## config.mk

```make
export PLATFORM = sky130hd
export DESIGN_NAME = vx_cache_perf_ctrl
export DESIGN_NICKNAME = d
export VERILOG_FILES = /design/src/rtl/vx_perf_pkg.sv /design/src/rtl/vx_perf_sat_ctr.sv /design/src/rtl/vx_cache_perf_ctrl.sv
export SDC_FILE = /design/constraint.sdc
export NUM_CORES = 1
export LEC_CHECK = 0
export BUFFER_PORTS_ARGS = -buffer_cell sky130_fd_sc_hd__buf_2
export CAP_MARGIN = 30
export CORE_MARGIN = 4
export CORE_UTILIZATION = 55
export CTS_BUF_LIST = sky130_fd_sc_hd__clkbuf_16
export DETAILED_ROUTE_END_ITERATION = 6
export MAX_ROUTING_LAYER = met4
export PLACE_DENSITY = 0.79
export SYNTH_ARGS = -nofsm -noshare
export SYNTH_HDL_FRONTEND = slang
export SYNTH_HIERARCHICAL = 1
export SYNTH_SLANG_ARGS = --single-unit
```

## constraint.sdc

```tcl
create_clock -name clk -period 4.1 [get_ports clk]
set_clock_uncertainty 0.05 [all_clocks]
set_input_delay 0.41 -clock clk [delete_from_list [all_inputs] [get_ports clk]]
set_output_delay 0.41 -clock clk [all_outputs]
set_load 0.02 [all_outputs]
```

## src/rtl/vx_perf_pkg.sv

```systemverilog
// Shared definitions for the cache performance counter block: counter index map and snapshot FSM states.
package vx_perf_pkg;

   typedef enum logic [2:0] {
      READS        = 3'd0,
      WRITES       = 3'd1,
      READ_MISSES  = 3'd2,
      WRITE_MISSES = 3'd3,
      BANK_STALLS  = 3'd4,
      MSHR_STALLS  = 3'd5,
      MEM_STALLS   = 3'd6,
      CRSP_STALLS  = 3'd7
   } perf_cache_idx_e;

   localparam int PERF_CACHE_NCTR = 8;

   typedef enum logic {
      SNAP_IDLE   = 1'b0,
      SNAP_STREAM = 1'b1
   } snap_state_e;

endpackage

```

## src/rtl/vx_perf_sat_ctr.sv

```systemverilog
// Saturating event counter: adds a small popcount each enabled cycle, clear has priority, never wraps.
module vx_perf_sat_ctr #(
   parameter int WIDTH   = 44,
   parameter int IN_BITS = 3
) (
   input  logic               clk,
   input  logic               reset_n,
   input  logic               en_i,
   input  logic               clr_i,
   input  logic [IN_BITS-1:0] inc_i,
   output logic [WIDTH-1:0]   cnt_d_o,
   output logic [WIDTH-1:0]   cnt_q_o
);

   logic [WIDTH-1:0] cnt_q;
   logic [WIDTH-1:0] cnt_d;
   logic [WIDTH:0]   sum;

   // One guard bit catches the carry out so the counter pins at all-ones.
   assign sum = {1'b0, cnt_q} + {{(WIDTH + 1 - IN_BITS){1'b0}}, inc_i};

   always_comb begin
      cnt_d = cnt_q;
      if (clr_i) begin
         cnt_d = '0;
      end else if (en_i) begin
         cnt_d = sum[WIDTH] ? {WIDTH{1'b1}} : sum[WIDTH-1:0];
      end
   end

   always_ff @(posedge clk or negedge reset_n) begin
      if (!reset_n) begin
         cnt_q <= '0;
      end else begin
         cnt_q <= cnt_d;
      end
   end

   assign cnt_d_o = cnt_d;
   assign cnt_q_o = cnt_q;

endmodule

```

## src/rtl/vx_cache_perf_ctrl.sv

```systemverilog
// Cache performance counter owner: eight saturating counters, a live counter bus and an
// eight-beat snapshot read-out towards the CSR unit.
module vx_cache_perf_ctrl
   import vx_perf_pkg::*;
#(
   parameter int NUM_BANKS = 4,
   parameter int CTR_BITS  = 44
) (
   input  logic                      clk,
   input  logic                      reset_n,
   input  logic [NUM_BANKS-1:0]      ev_read,
   input  logic [NUM_BANKS-1:0]      ev_write,
   input  logic [NUM_BANKS-1:0]      ev_read_miss,
   input  logic [NUM_BANKS-1:0]      ev_write_miss,
   input  logic [NUM_BANKS-1:0]      ev_bank_stall,
   input  logic                      ev_mshr_stall,
   input  logic                      ev_mem_stall,
   input  logic                      ev_crsp_stall,
   input  logic                      cnt_enable,
   input  logic                      cnt_clear,
   output logic [8*CTR_BITS-1:0]     ctr_live,
   input  logic                      snap_valid,
   output logic                      snap_ready,
   output logic                      rsp_valid,
   input  logic                      rsp_ready,
   output logic [2:0]                rsp_idx,
   output logic [CTR_BITS-1:0]       rsp_data,
   output logic                      rsp_last
);

   localparam int IN_BITS = $clog2(NUM_BANKS + 1);

   logic [IN_BITS-1:0]  inc   [PERF_CACHE_NCTR];
   logic [CTR_BITS-1:0] ctr_d [PERF_CACHE_NCTR];
   logic [CTR_BITS-1:0] ctr_q [PERF_CACHE_NCTR];
   logic [CTR_BITS-1:0] snap_q[PERF_CACHE_NCTR];

   snap_state_e state_q, state_d;
   logic [2:0]  idx_q, idx_d;
   logic        capture;

   always_comb begin
      for (int i = 0; i < PERF_CACHE_NCTR; i++) begin
         inc[i] = '0;
      end
      for (int b = 0; b < NUM_BANKS; b++) begin
         inc[READS]        = inc[READS]        + IN_BITS'(ev_read[b]);
         inc[WRITES]       = inc[WRITES]       + IN_BITS'(ev_write[b]);
         inc[READ_MISSES]  = inc[READ_MISSES]  + IN_BITS'(ev_read_miss[b]);
         inc[WRITE_MISSES] = inc[WRITE_MISSES] + IN_BITS'(ev_write_miss[b]);
         inc[BANK_STALLS]  = inc[BANK_STALLS]  + IN_BITS'(ev_bank_stall[b]);
      end
      inc[MSHR_STALLS] = IN_BITS'(ev_mshr_stall);
      inc[MEM_STALLS]  = IN_BITS'(ev_mem_stall);
      inc[CRSP_STALLS] = IN_BITS'(ev_crsp_stall);
   end

   for (genvar g = 0; g < PERF_CACHE_NCTR; g++) begin : g_ctr
      vx_perf_sat_ctr #(
         .WIDTH   (CTR_BITS),
         .IN_BITS (IN_BITS)
      ) u_ctr (
         .clk     (clk),
         .reset_n (reset_n),
         .en_i    (cnt_enable),
         .clr_i   (cnt_clear),
         .inc_i   (inc[g]),
         .cnt_d_o (ctr_d[g]),
         .cnt_q_o (ctr_q[g])
      );
      assign ctr_live[g*CTR_BITS +: CTR_BITS] = ctr_q[g];
   end

   // Handshakes: a transfer happens on a cycle where both valid and ready are high;
   // rsp_idx/rsp_data/rsp_last stay frozen while rsp_valid is high and rsp_ready is low.
   always_comb begin
      state_d    = state_q;
      idx_d      = idx_q;
      snap_ready = 1'b0;
      rsp_valid  = 1'b0;
      capture    = 1'b0;
      case (state_q)
         SNAP_IDLE: begin
            snap_ready = 1'b1;
            if (snap_valid) begin
               capture = 1'b1;
               idx_d   = 3'd0;
               state_d = SNAP_STREAM;
            end
         end
         SNAP_STREAM: begin
            rsp_valid = 1'b1;
            if (rsp_ready) begin
               if (idx_q == 3'd7) begin
                  idx_d   = 3'd0;
                  state_d = SNAP_IDLE;
               end else begin
                  idx_d = idx_q + 3'd1;
               end
            end
         end
         default: state_d = SNAP_IDLE;
      endcase
   end

   always_ff @(posedge clk or negedge reset_n) begin
      if (!reset_n) begin
         state_q <= SNAP_IDLE;
         idx_q   <= 3'd0;
      end else begin
         state_q <= state_d;
         idx_q   <= idx_d;
      end
   end

   // Snapshot takes the post-update values so it matches what ctr_live shows next cycle.
   always_ff @(posedge clk or negedge reset_n) begin
      if (!reset_n) begin
         for (int i = 0; i < PERF_CACHE_NCTR; i++) begin
            snap_q[i] <= '0;
         end
      end else if (capture) begin
         for (int i = 0; i < PERF_CACHE_NCTR; i++) begin
            snap_q[i] <= ctr_d[i];
         end
      end
   end

   assign rsp_idx  = idx_q;
   assign rsp_data = snap_q[idx_q];
   assign rsp_last = rsp_valid & (idx_q == 3'd7);

endmodule

```

## After elaboration in Yosys (flattened, before gate mapping)

Cells that the tools add are included.

- Equality and inequality tests: 3
- Reduce and logical (&&, ||, !) cells: 1
- Bitwise logic cells: 3
- Add/subtract/negate cells: 24
- $lt $le $gt $ge: 1
- Multiplexer cells: 38

Operators by type and width:

| kind | count |
|---|---|
| $mux 44 | 26 |
| $add 44x3->45 | 5 |
| $add 44x1->45 | 3 |
| $bmux 44 s3 | 1 |
| $add 2x1->3 | 5 |
| $add 3x1->3 | 5 |
| $add 1x1->2 | 5 |
| $mux 3 | 3 |
| $mux 1 | 6 |
| $pmux 3 s2 | 1 |
| $ge 4x4->1 const B | 1 |
| $ne 2x2->1 const B | 2 |
| $not 3->4 | 1 |
| $add 3x1->3 const B | 1 |
| $eq 3x3->1 const B | 1 |
| $pmux 1 s2 | 1 |
| $reduce_and 2->1 | 1 |
| $and 1x1->1 | 1 |
| $not 1->1 | 1 |

- Flip-flop bits (word level): 708
- Output and inout bits: 402
- Bits of input ports: 29

## Depth between registers and ports, before layout

Gate-level depths: netlist of run 1.

- Word-level depth: 7
- Mapped depth: 14
- Gate-level depth less buffers: 13

## Modules after synthesis

The synthesis of run 1 kept the hierarchy.

Modules (own cells, without submodules):

| module | cells each | area an instance (um2) | instances |
|---|---|---|---|
| vx_cache_perf_ctrl | 962 | 16,538.4 | 1 |
| vx_perf_sat_ctr at g_ctr[0].u_ctr ... | 294 | 2,775.2 | 5 |
| vx_perf_sat_ctr at g_ctr[1].u_ctr ... | 251 | 2,388.5 | 3 |

## Worst setup path after synthesis of run 1

Ideal clock, no wire load.

- Kind: input-to-reg
- From: input port ev_read[0]
- To: register snap_q[345] (netlist bit)
- Arrival: 3.351 ns
- Setup slack: 0.575 ns
- Library setup time: 0.125 ns
- Cell stages on the path: 12
- Data required time: 3.925 ns
- Cells stage by stage: inv_1 fa_1 inv_1 ha_1 ha_1 ha_1 a211oi_1 or4_1 nor4b_1 mux2i_1 nand2_1 mux2_2

RTL lines:

| element | line | source |
|---|---|---|
| from (decl) | vx_cache_perf_ctrl.sv:11 | `input logic [NUM_BANKS-1:0] ev_read,` |
| to (signal, indexed assignment) | vx_cache_perf_ctrl.sv:124 | `snap_q[i] <= ctr_d[i];` |
| to (decl) | vx_cache_perf_ctrl.sv:36 | `logic [CTR_BITS-1:0] snap_q[PERF_CACHE_NCTR];` |

## Worst setup path after layout of run 1

- From: register idx_q[0] (netlist: rsp_idx[0])
- To: output port rsp_data[4]

- Word-level cells in the longest chain between the ends: 4

Ends and longest elaborated chain:

| element | line | source |
|---|---|---|
| from (decl) | vx_cache_perf_ctrl.sv:39 | `logic [2:0] idx_q, idx_d;` |
| from (signal assigned) | vx_cache_perf_ctrl.sv:112 | `idx_q <= idx_d;` |
| $not 3->4 (implied by the code) | vx_cache_perf_ctrl.sv:130 | `assign rsp_data = snap_q[idx_q];` |
| $bmux 44 s3 | vx_cache_perf_ctrl.sv:130 |  |
| $mux 44 (implied by the code) (2 in series) | vx_cache_perf_ctrl.sv:130 |  |
| to (decl) | vx_cache_perf_ctrl.sv:27 | `output logic [CTR_BITS-1:0] rsp_data,` |

Every way passes these cells. The select of a mux whose other input is x is not followed.

==> results.cfg, run 1 <==
[sta]
max_freq_ghz = 0.2868
setup_tns_ps = 0
setup_viol = 0
hold_violations = 0
grt_setup_unrepaired = false
maxSlewHeadroom = 0.3329
min_period_over_period = 0.8504
tightest_slew_ps = 1001
post-route-min-period_ps = 3487
drv_slew = 0

[setup_path]
reg2reg_from = g_ctr[7].u_ctr/cnt_q_o[0]$_DFF_PN0_
cpMaxStageDelayCell = mux4_1
endpoint_kind = output port
critPathArrivalTime_ps = 3030
startpoint_type = register
worst_r2r_path_depth = 8
r2r-end = snap_q[30]$_DFFE_PN0P_
r2r_slack_ps = 770
crit_type = register to output port
critPathMaxStageDelay_ps = 750
worstPathCellList = buf_12 -> mux4_1 -> mux2_2 -> buf_2
worst_ep_required_time_ps = 3640
cp_max_fo = 57

[route]
wirelength_mm = 123.2
ant_nets = 0
num_vias = 29310
drtIter0Drc = 3763
viasPerCell = 6.451
firstDrtPassIters = 6
wl_per_cell_um = 27.11
drc = 0

[die]
die_w_um = 269.4
die_area_um2 = 72570
core_area_um2 = 67400
initial_core_util = 0.5576
io_pins = 431
rows = 95
die_h_um = 269.4

[placement]
routabilityCongestion = 0.9970
hpwlAfterDp_mm = 91.91
io_buffer_count = 430

[global_routing]
grt_pass1_vias = 28120
grt_util_all_layers = 0.3431
grt_start_max_net_pins = 125
grt_overflow = 0
grt_pass1_wl_mm = 184.4
antenna_found_initial = 13

[layout]
layout-drive-gt1-share = 0.3056
nNetsFinal = 3688
area_growth_syn_to_layout_pct = 14.20

[synthesis]
synth_cells = 3185
yosys_register_bits = 708
synth_warnings = 6
syn_avg_cell_area_um2 = 11.80
netlist_area_um2 = 37580
yosysUniqueCellTypes = 59
seq_area_frac_synth = 0.4714

[clocking]
clk_latency_ps = 620
cts_tree = built
clockBufferDepth = 3
cts_buffers = 74
postCtsSetupBuffers = 0
clkTransAtPathRegs_ps = 60
htree_levels = 3
postCtsResizedCells = 0
clock-root-buffer = clkbuf_16
cts_sinks = 708

[pwr]
power.total_mw = 16.79
vdd_drop_max_mv = 0.2654
power.leakage_nw = 20.66
powerDensity_nw_per_um2 = 391.2

[min_path]
hp-class = input pin to register
min-delay-start = ev_mem_stall
whs_path_depth = 3
whs_endpoint = g_ctr[6].u_ctr/cnt_q_o[0]$_DFF_PN0_

[outcome]
status = complete, no violations

[run]
maxCapViolations = 0
## through the flow
stage          std cells    util  instance area (um2)  hold WS (ps)  setup WS, ps
6_report            4543  0.6368                42920         152.8         613.2
5_1_grt             4543  0.6368                42920         159.3         515.9
4_1_cts             4541  0.6367                42910         122.4         620.5
3_5_place_dp        4404  0.5996                40410         438.9         163.9
3_3_place_gp        4402  0.5994                40400         431.1         208.6
2_1_floorplan       3193       -                37610         64.41         574.5
## power by group
group / switching (mW) / internal (mW) / leakage, nW
clock: 2.90 / 4.02 / 1.24
combinational: 1.28 / 1.02 / 9.59
sequential: 0.392 / 7.18 / 9.83
## critical path, delay by kind of cell, from the launching register on
| kind | cells | cell delay [ps] |
|---|---|---|
| buffers and inverters | 2 | 580 |
| flip-flops | 1 | 630 |
| multiplexers | 2 | 1120 |
## metal layers
metal / global-route usage / up-vias / share of wire / wire, um
li1: - / 12610 / - / -
met5: - / - / 0 / 0
met2: 0.4843 / 1559 / 0.43 / 53030
met1: 0.4863 / 14910 / 0.42 / 52270
met3: 0.07672 / 228 / 0.099 / 12180
met4: 0.1359 / 0 / 0.046 / 5667
## Yosys cell counts (all sizes together)
master,count,share of area
fa,13,0.0069
or2,3,0.00050
a31o,5,0.0012
nor3b,3,0.0010
mux2,396,0.12
or3,15,0.0025
and4b,5,0.0013
and3,42,0.0073
ha,36,0.012
and4,26,0.0061
buf,90,0.019
or4,23,0.0047
dlygate4sd1,5,0.0012
conb,1,0.00010
nor2b,36,0.0060
nor3,80,0.011
o21ai,144,0.019
nand4,157,0.031
nand4b,10,0.0032
nand3,114,0.017
mux4,88,0.061
o21a,15,0.0030
and2,19,0.0032
and2b,5,0.0010
nor4b,5,0.0012
xnor2,141,0.033
nor2,197,0.021
a21oi,147,0.020
nor4,96,0.023
xor2,121,0.028
a311oi,25,0.0058
a211oi,18,0.0036
clkbuf,82,0.015
a21o,8,0.0016
nand2,183,0.018
mux2i,48,0.013
o22ai,3,0.00050
dfrtp,708,0.47
a31oi,5,0.00083
inv,67,0.0067
## worst max-delay path by stage
stage / from / to / slack (ps) / depth (start not counted)
2_1_floorplan: ev_read[0] / snap_q[345]$_DFFE_PN0P_ / 570 / 12
3_3_place_gp: ev_bank_stall[0] / snap_q[170]$_DFFE_PN0P_ / 210 / 13
6_report: rsp_idx[0]$_DFFE_PN0P_ / rsp_data[4] / 610 / 4
3_5_place_dp: ev_read[0] / snap_q[342]$_DFFE_PN0P_ / 160 / 14
4_1_cts: rsp_idx[0]$_DFFE_PN0P_ / rsp_data[4] / 620 / 4
5_1_grt: ev_bank_stall[0] / snap_q[143]$_DFFE_PN0P_ / 520 / 14
## registers in the layout (all words and copies together) (netlist names)
name                 cells
g_ctr.u_ctr/cnt_q_o    352
rsp_idx                  3
snap_q                 352
state_q                  1
## layout make-up
class                      count  area [um2]
sequential                   708       17730
clock inverter                58       570.5
tap                          873        1092
inverter                      67       251.5
timing repair buffer         518        3023
clock buffer                  76        1902
multi-input combinational   2241       18350
antenna                        2       5.005
fill                        5155       24480
## kinds of logic (layout without fill, tap and decap cells)
group | count (synthesis) | in the layout | share of synthesized area
flops | 708 | 708 | 0.4714
xor+xnor | 262 | 262 | 0.06106
fa+ha+maj | 49 | 49 | 0.01891
buf+inv | 244 | 719 | 0.04135
mux | 532 | 532 | 0.1926
other cells | 1 | 11 | 0.00009979
compound gates | 370 | 370 | 0.05557
simple gates | 1019 | 1019 | 0.1590
## layout by cell type, fill, tap and decap left out, types with 25 or more instances in the layout
cell / instances
dfrtp_1: 705
buf_2: 430
mux2_2: 396
nor2_1: 192
nand2_1: 183
a21oi_1: 147
xnor2_1: 141
nand4_1: 134
o21ai_0: 130
xor2_1: 121
nand3_1: 108
mux4_1: 84
nor3_1: 77
inv_1: 76
clkbuf_16: 76
nor4_1: 73
buf_4: 68
mux2i_1: 48
ha_1: 36
nor2b_1: 35
and3_1: 34
and4_1: 26
a311oi_1: 25
## what timing repair did
| item | 4_1_cts | 5_1_grt |
|---|---|---|
| hold buffers | 3 | 0 |
| endpoints found under the hold margin | 100 | 0 |
| setup endpoints to repair | 0 | 0 |
(Power assumes the default switching activity.)
==> run 2, diff against run 1 <==
CORE_UTILIZATION = 30   (was 55)
PLACE_DENSITY = 0.5   (was 0.79)
==> run 2 against run 1 <==
Combinational power grew 5%. Count of clock-buffer cells in the layout grew 7. Utilization shrank 28 points. Register-to-register slack is essentially flat. Critical path type unchanged. Largest cell class unchanged. Largest power group unchanged.
==> results.cfg, run 2 (same netlist as run 1, synthesis figures left out) <==
[outcome]
status = complete, no violations

[setup_path]
r2r-end = snap_q[74]$_DFFE_PN0P_
endpoint_kind = output port
reg2reg_from = g_ctr[6].u_ctr/cnt_q_o[0]$_DFF_PN0_
startpoint_type = register
path_buf_inv = 2
cpMaxStageDelayCell = dfrtp_4
critPathArrivalTime_ps = 3200
worst_r2r_path_depth = 8
critPathMaxStageDelay_ps = 910
cp_max_fo = 36
crit_type = register to output port
worst_ep_required_time_ps = 3640
critPathTopFamily = multiplexers
worstPathCellList = buf_4 -> mux4_1 -> mux2_2 -> buf_2
r2r_slack_ps = 760

[die]
die_w_um = 361.9
die_h_um = 361.9
rows = 129
io_pins = 431
die_area_um2 = 131000
initial_core_util = 0.3028
core_area_um2 = 124100

[layout]
final_common_cell = dfrtp_1
layout_common_cells = 705 x dfrtp_1, 427 x buf_2, 396 x mux2_2
area_growth_syn_to_layout_pct = 18.38
layout-drive-gt1-share = 0.3191
nNetsFinal = 3748
final_cells = 5382

[pwr]
power.total_mw = 17.35
power.leakage_nw = 21.02
vdd_drop_max_mv = 0.2469
powerDensity_nw_per_um2 = 390.1

[placement]
routabilityCongestion = 0.9159
io_buffer_count = 430
dp_cells = 5220
hpwlAfterDp_mm = 112.3

[clocking]
clkTransAtPathRegs_ps = 60
clk_latency_ps = 640
postCtsHoldBufs = 3
cts_sinks = 708
clockBufferDepth = 3
htree_levels = 3
postCtsResizedCells = 0
clock-root-buffer = clkbuf_16
cts_tree = built
postCtsSetupBuffers = 0
cts_buffers = 82

[route]
drc = 0
drtIter0Drc = 2545
ant_nets = 0
firstDrtPassIters = 5
wirelength_mm = 146.2
num_vias = 28620
viasPerCell = 5.318
wl_per_cell_um = 27.16

[sta]
drv_slew = 0
max_freq_ghz = 0.2729
maxSlewHeadroom = 0.2697
tightest_slew_ps = 1096
min_period_over_period = 0.8938
setup_tns_ps = 0
hold_violations = 0
grt_setup_unrepaired = false
post-route-min-period_ps = 3665
setup_viol = 0

[global_routing]
grt_util_all_layers = 0.2230
antenna_found_initial = 15
grt_overflow = 0
grt_pass1_vias = 27640
grt_start_max_net_pins = 176
grt_pass1_wl_mm = 208.5

[min_path]
min-delay-start = ev_mem_stall
hp-class = input pin to register
whs_endpoint = g_ctr[6].u_ctr/cnt_q_o[0]$_DFF_PN0_
whs_path_depth = 3

[run]
maxCapViolations = 0
## run 2: cell count changes in the layout (fill, tap and decap cells not counted), moves of 3 or more
cell       change
buf_2          -3
buf_4         +53
clkbuf_16      +7
bufinv_16      -3
clkinv_4       +3
clkinv_2       +9
inv_1          -4
diode_2        +7
## run 2: worst max-delay path by stage
stage,endpoint,cells after the start,from,slack [ps]
global route,rsp_data[6],4,rsp_idx[0]$_DFFE_PN0P_,340
floorplan,snap_q[345]$_DFFE_PN0P_,12,ev_read[0],570
global placement,snap_q[340]$_DFFE_PN0P_,14,ev_read[0],130
detailed placement,snap_q[340]$_DFFE_PN0P_,14,ev_read[0],120
finish,rsp_data[6],4,rsp_idx[0]$_DFFE_PN0P_,440
CTS,rsp_data[6],4,rsp_idx[0]$_DFFE_PN0P_,360
## run 2: routing by layer
metal	track usage	wire (um)	up-vias
li1	-	-	12770
met4	0.04081	2435	0
met3	0.04225	9253	120
met1	0.3241	70300	14820
met2	0.3266	64170	908
met5	-	0	-
## run 2: layout make-up
type,instances,area (um2)
antenna,9,22.52
clock buffer,83,2077
clock inverter,67,568.0
fill,12350,79640
inverter,67,251.5
multi-input combinational,2241,18350
sequential,708,17730
tap,1637,2048
timing repair buffer,570,3446
## run 2: tightest hold or removal path: cells and delay by family
kind	cells	cell delay [ps]
adder cells (fa/ha/maj)	1	120
AO/OA/AOI/OAI	1	230
buffers and inverters	1	90
## run 2: power breakdown
group	switching (mW)	total (mW)	internal, mW
clock	3.19	7.35	4.16
sequential	0.410	7.59	7.18
combinational	1.34	2.41	1.07
## run 2: metrics by stage
step | utilization | setup slack [ps] | area, um2 | hold WS (ps)
6_report | 0.3584 | 435.3 | 44490 | 237.3
5_1_grt | 0.3583 | 338.9 | 44470 | 245.0
4_1_cts | 0.3582 | 362.9 | 44460 | 201.4
3_5_place_dp | 0.3367 | 120.8 | 41790 | 360.0
3_3_place_gp | 0.3367 | 133.6 | 41790 | 359.7
2_1_floorplan | - | 574.5 | 37610 | 64.41
